--- src/rtl/down_counter.sv ---
// -----------------------------------------------------------------------------
// down_counter
//
// N-bit loadable down counter with a small expiry FSM (IDLE / RUN / EXPIRED).
// A decrement from zero either wraps to all-ones (with a one-cycle borrow
// pulse) or saturates at zero, depending on dc_hold_zero. Reaching zero by
// counting down from 1 while running produces a one-cycle dc_done pulse.
//
// Per-edge priority: dc_clear > dc_load > dc_e > hold.
//
// Ports
//   dc_clk        in   1  clock, all state updates on the rising edge
//   dc_clear      in   1  synchronous active-high clear
//   dc_e          in   1  decrement enable
//   dc_load       in   1  parallel-load strobe
//   dc_d          in   N  parallel-load value
//   dc_hold_zero  in   1  1 = saturate at zero, 0 = wrap to all-ones
//   dc_q          out  N  registered count
//   dc_zero       out  1  combinational, 1 when dc_q == 0
//   dc_bout       out  1  registered borrow-out pulse (wrap from zero)
//   dc_busy       out  1  registered, 1 while the FSM is in RUN
//   dc_done       out  1  registered expiry pulse (RUN count reached zero)
//   dc_state      out  2  debug view of the FSM state
//                         (0 = IDLE, 1 = RUN, 2 = EXPIRED)
//
// No handshakes: every input is sampled on each rising edge of dc_clk.
// -----------------------------------------------------------------------------
module down_counter #(
    parameter int N = 4
) (
    input  logic         dc_clk,
    input  logic         dc_clear,
    input  logic         dc_e,
    input  logic         dc_load,
    input  logic [N-1:0] dc_d,
    input  logic         dc_hold_zero,
    output logic [N-1:0] dc_q,
    output logic         dc_zero,
    output logic         dc_bout,
    output logic         dc_busy,
    output logic         dc_done,
    output logic [1:0]   dc_state
);

    typedef enum logic [1:0] {
        IDLE    = 2'd0,
        RUN     = 2'd1,
        EXPIRED = 2'd2
    } state_t;

    localparam logic [N-1:0] ONE = {{(N-1){1'b0}}, 1'b1};

    state_t       state;
    state_t       state_next;
    logic [N-1:0] q_next;
    logic         bout_next;
    logic         done_next;
    logic         busy_next;

    // Decode of the enabled action; a load masks any decrement in the same cycle.
    logic dec;
    logic at_zero;
    logic wrap;
    logic to_zero;

    assign dec     = dc_e && !dc_load;
    assign at_zero = (dc_q == '0);
    assign wrap    = dec && at_zero && !dc_hold_zero;
    assign to_zero = dec && (dc_q == ONE);

    // State / count register. Clear overrides everything else.
    always_ff @(posedge dc_clk) begin
        if (dc_clear) begin
            state   <= IDLE;
            dc_q    <= '0;
            dc_bout <= 1'b0;
            dc_done <= 1'b0;
            dc_busy <= 1'b0;
        end else begin
            state   <= state_next;
            dc_q    <= q_next;
            dc_bout <= bout_next;
            dc_done <= done_next;
            dc_busy <= busy_next;
        end
    end

    // Next-state and next-count logic.
    always_comb begin
        state_next = state;
        q_next     = dc_q;
        if (dc_load) begin
            q_next     = dc_d;
            // Loading zero is an immediate, silent expiry.
            state_next = (dc_d != '0) ? RUN : EXPIRED;
        end else if (dc_e) begin
            if (at_zero) begin
                if (!dc_hold_zero) begin
                    q_next     = '1;
                    state_next = RUN;
                end
            end else begin
                q_next = dc_q - ONE;
                if (to_zero && (state == RUN)) begin
                    state_next = EXPIRED;
                end
            end
        end
    end

    // Next values of the registered status outputs.
    always_comb begin
        bout_next = wrap;
        done_next = to_zero && (state == RUN);
        busy_next = (state_next == RUN);
    end

    assign dc_zero  = at_zero;
    assign dc_state = state;

endmodule

--- config.mk ---
export PLATFORM = sky130hd
export DESIGN_NAME = down_counter
export DESIGN_NICKNAME = d
export VERILOG_FILES = /design/src/rtl/down_counter.sv
export SDC_FILE = /design/constraint.sdc
export NUM_CORES = 1
export LEC_CHECK = 0
export ABC_AREA = 1
export CAP_MARGIN = 20
export CORE_UTILIZATION = 40
export DETAILED_ROUTE_END_ITERATION = 12
export GPL_ROUTABILITY_DRIVEN = 0
export GPL_TIMING_DRIVEN = 0
export PLACE_DENSITY = 0.82
export SLEW_MARGIN = 0
export SYNTH_ARGS = -nofsm -noshare
export SYNTH_HDL_FRONTEND = slang
export SYNTH_SLANG_ARGS = --single-unit
--- constraint.sdc ---
create_clock -name dc_clk -period 3.6 [get_ports dc_clk]
set_input_delay 0.36 -clock dc_clk [delete_from_list [all_inputs] [get_ports dc_clk]]
set_output_delay 0.36 -clock dc_clk [all_outputs]
set_load 0.1 [all_outputs]
* Word-level counts from Yosys, hierarchy flattened
Cells that the tools add are included.
Storage, ports and cells: logic and storage cells 31, register bits 9, output and inout bits 10, input bits 9
Cells by class: eq/ne operators 4, reductions and logical operators 11, mux-type cells 10, add/subtract/negate cells 1
Operators by type and width (number):
- two-way mux 4 bit | 4
- two-way mux 2 bit | 6
- logical AND 1 bit | 5
- equality test 2 x 1 -> 1 bit, second input constant | 2
- equality test 4 x 1 -> 1 bit, second input constant | 1
- logical NOT 4 bit | 1
- nonzero test 4 bit | 1
- subtractor 4 x 1 -> 4 bit, second input constant | 1
- != test 3 bit, second input constant | 1
- logical NOT 1 bit | 2
- AND reduction 2 bit | 1
- nonzero test 2 bit | 1

* Depth between registers and ports, before layout
word-level depth 9, gate-level depth with buffers 9, mapped depth without buffers 9

* Worst setup path after synthesis
Ideal clock, no wire load.
path type reg2reg, from register dc_q[0], to register dc_q[2], data arrival time 2.830 ns, buffers on the path 0, library setup time 0.066 ns, stages on the path, launching flop included 9, path slack 0.704 ns, clock period less this slack 2.896 ns, required time 3.534 ns, cells stage by stage dfxtp_1 > inv_1 > ha_1 > inv_1 > nor2_1 > nand2_1 > nand4_1 > nand2_1 > nor2_1
On the way: word-level cells in the longest chain between the ends 4, elaborated cells on any way between the ends 7, classes of those cells add/sub (1); eq/ne (1); mux (3); reduce/logical (2)
Ends and longest elaborated chain:
- start: declaration | RTL line 37 | output logic [N-1:0] dc_q,
- start signal: assignment | RTL line 81 | dc_q <= q_next;
- logical NOT 4 bit * | RTL line 67 | assign at_zero = (dc_q == '0);
- net dc_zero | RTL line 38 | output logic dc_zero,
- two-way mux 4 bit | RTL line 97 | if (at_zero) begin
- two-way mux 4 bit | RTL line 96 | end else if (dc_e) begin
- two-way mux 4 bit | RTL line 92 | if (dc_load) begin
The timed path passes the listed nets; every way through them passes the cells marked *. The select of a mux whose other input is x is not followed. A chain may end at the register's enable or synchronous reset.

* Final worst setup path
from register dc_q[0], to output dc_zero
On the way: word-level cells in the longest chain between the ends 1
Ends and longest elaborated chain (RTL line):
- logical NOT 4 bit | 67
- end: declaration | 38
No other way between the ends.

==> flow_metrics.tcl <==
set metrics [dict create \
    synth_cells 85 \
    syn-num-nets 97 \
    r2r-end "dc_q[3]" \
    outcome "finished clean" \
    dr_total_vias 578 \
    combPwrFrac 0.442 \
    cts_sinks 9 \
    grt_pass1_wl_um 1800 \
    clk_path_buf_depth 2 \
    io_buffers 17 \
    wirelength_um 1160 \
    grt_usage 0.179 \
    end_kind "output pin" \
    yosysSeqAreaShare 0.322 \
    whs_ns 0.455 \
    drc 0 \
    fin_ws_ns 0.937 \
    ys_types 18 \
    crit_start "dc_q[0]" \
    postCtsHoldBufs 0 \
    hold_path_class "input port to flip-flop" \
    root_buffer "clkbuf_4" \
    start_kind "flip-flop" \
    die_w_um 39.4 \
    syn_area_per_cell_um2 6.58 \
    post_cts_resized 0 \
    antenna_left 0 \
    die-area_um2 1550 \
    clock_latency_ns 0.27 \
    hold_viol 0 \
    powerDensity_nw_per_um2 458 \
    crit_arrival_ns 2.30 \
    pwr-share-seq 0.325 \
    regToRegStartpoint "dc_q[0]" \
    start_util 0.430 \
    post_cts_buffers 0 \
    critPathRequiredTime_ns 3.24 \
    hpwl_um 921 \
    clk_pin_slew_ns 0.06 \
    finalSetupViolations 0 \
    rows 13 \
    leakage_nw 0.373 \
    layout.nets 119 \
    antenna_cells 0 \
    cts_max_level 1 \
    area_growth_pct 38.5 \
    min_period_ns 2.66 \
    antenna_found_initial 0 \
    vdd_ir_drop_max_mv 0.225 \
    worstRegToRegCells 6 \
    grt_start_max_net_pins 9 \
    cts_buffers 3 \
    critical_path.max_fanout 5 \
    hold_depth 2 \
    netlist_area_um2 559 \
    tns_ns 0 \
    place_ws_ns 1.22 \
    num_io_pins 19 \
    clock_skew_ns 0.00381 \
    synth_seq_cells 9 \
    worstHoldStart "dc_clear" \
    grt_pass1_vias 453 \
    wl_per_cell_um 9.61 \
    cts_tree "done" \
    critPathCapture "dc_zero" \
    p_switching_mw 0.161 \
    drt_iter0_markers 21 \
    power.share.clock 0.233 \
    path_class "flip-flop to output pin" \
    overflow 0 \
    avgViaCountPerCell 4.78 \
    p_int_mw 0.194 \
    final_cell_mix "17 x nand2_1, 17 x clkdlybuf4s50_1, 14 x inv_1, 11 x nor2_1, 9 x dfxtp_1" \
    firstDrtPassIters 4 \
    finalCritPeriodShare 0.740 \
    coreArea_um2 1300 \
    worstMarginPinSlew_ns 0.966 \
    drv_slew 0 \
    max_freq_mhz 376 \
    reg2reg_slack_ns 2.26 \
    ys_warn_count 0 \
    die_h_um 39.4 \
    rsz0062_at_grt "no" \
    relSlewSlack 0.354 \
    p_sw_frac 0.453 \
    drive_gt1_frac 0.142 \
    cap_violations 0 \
]
[worst max-delay path, cell delays in order, from the launching register on]
cell	delay (ns)
dfxtp_1	0.34
inv_1	0.13
ha_1	0.22
inv_1	0.07
nor2_1	0.13
clkdlybuf4s50_1	1.14
[flip-flops by register name, summed over array words and instances (netlist names)]
name and count:
dc_done 1, dc_q 4, dc_busy 1, dc_bout 1, dc_state 2
[Yosys cell counts]
| cell | instances | share of area |
|---|---|---|
| nand4_2 | 1 | 0.022 |
| o21ai_0 | 2 | 0.018 |
| nor4_1 | 1 | 0.011 |
| nor2_2 | 3 | 0.034 |
| inv_4 | 1 | 0.011 |
| nand4_1 | 1 | 0.011 |
| dfxtp_1 | 9 | 0.32 |
| a21oi_1 | 6 | 0.054 |
| xnor2_1 | 1 | 0.016 |
| a21oi_2 | 1 | 0.016 |
| nand3_1 | 6 | 0.054 |
| nor3_1 | 1 | 0.0089 |
| nand2_1 | 17 | 0.11 |
| nor2_1 | 11 | 0.074 |
| inv_1 | 14 | 0.094 |
| nand2_2 | 6 | 0.067 |
| ha_1 | 3 | 0.067 |
| clkbuf_1 | 1 | 0.0067 |
[worst min path at each step]
stage	to	slack, ns
CTS	dc_done	0.45
finish	dc_done	0.46
detailed placement	dc_q[1]	0.49
global route	dc_done	0.49
floorplan	dc_bout	0.44
global placement	dc_q[1]	0.49
[power groups by stage]
| stage | logic (mW) | registers, mW | clock network (mW) |
|---|---|---|---|
| floorplan | 0.0641 | 0.173 | 0 |
| global placement | 0.155 | 0.117 | 0 |
| detailed placement | 0.157 | 0.118 | 0 |
| CTS | 0.157 | 0.115 | 0.0840 |
| global route | 0.166 | 0.117 | 0.0861 |
| finish | 0.157 | 0.115 | 0.0826 |
[area by class of cell]
type	count	area (um^2)
buffer	1	3.75
clock buffer	4	26.3
fill	126	527
inverter	15	58.8
multi-input combinational	60	317
sequential	9	180
tap	15	18.8
timing repair buffer	17	170
[cells by family (layout without fill, tap and decap cells)]
kind of cell    after synthesis  count (layout)  synth area share
buf+inv                      16              37             0.112
flops                         9               9             0.322
simple gates                 47              47             0.396
compound gates                9               9            0.0873
fa+ha+maj                     3               3            0.0671
xor+xnor                      1               1            0.0157
[layer usage]
| layer | vias up | share of wire | global-route usage |
|---|---|---|---|
| met5 | - | 0 | 0 |
| met4 | 0 | 0.024 | 0.129 |
| met3 | 4 | 0.052 | 0.0341 |
| met2 | 19 | 0.48 | 0.271 |
| met1 | 248 | 0.44 | 0.224 |
| li1 | 307 | - | - |
[through the flow]
| stage | cell area, um^2 | instances | total power, mW | utilization |
|---|---|---|---|---|
| after floorplan | 559 | 85 | 0.237 | - |
| after global placement | 748 | 117 | 0.273 | 0.575 |
| after detailed placement | 748 | 117 | 0.274 | 0.575 |
| after CTS | 774 | 121 | 0.357 | 0.595 |
| after global routing | 774 | 121 | 0.369 | 0.595 |
| final | 774 | 121 | 0.355 | 0.595 |
(Power assumes the default switching activity.)
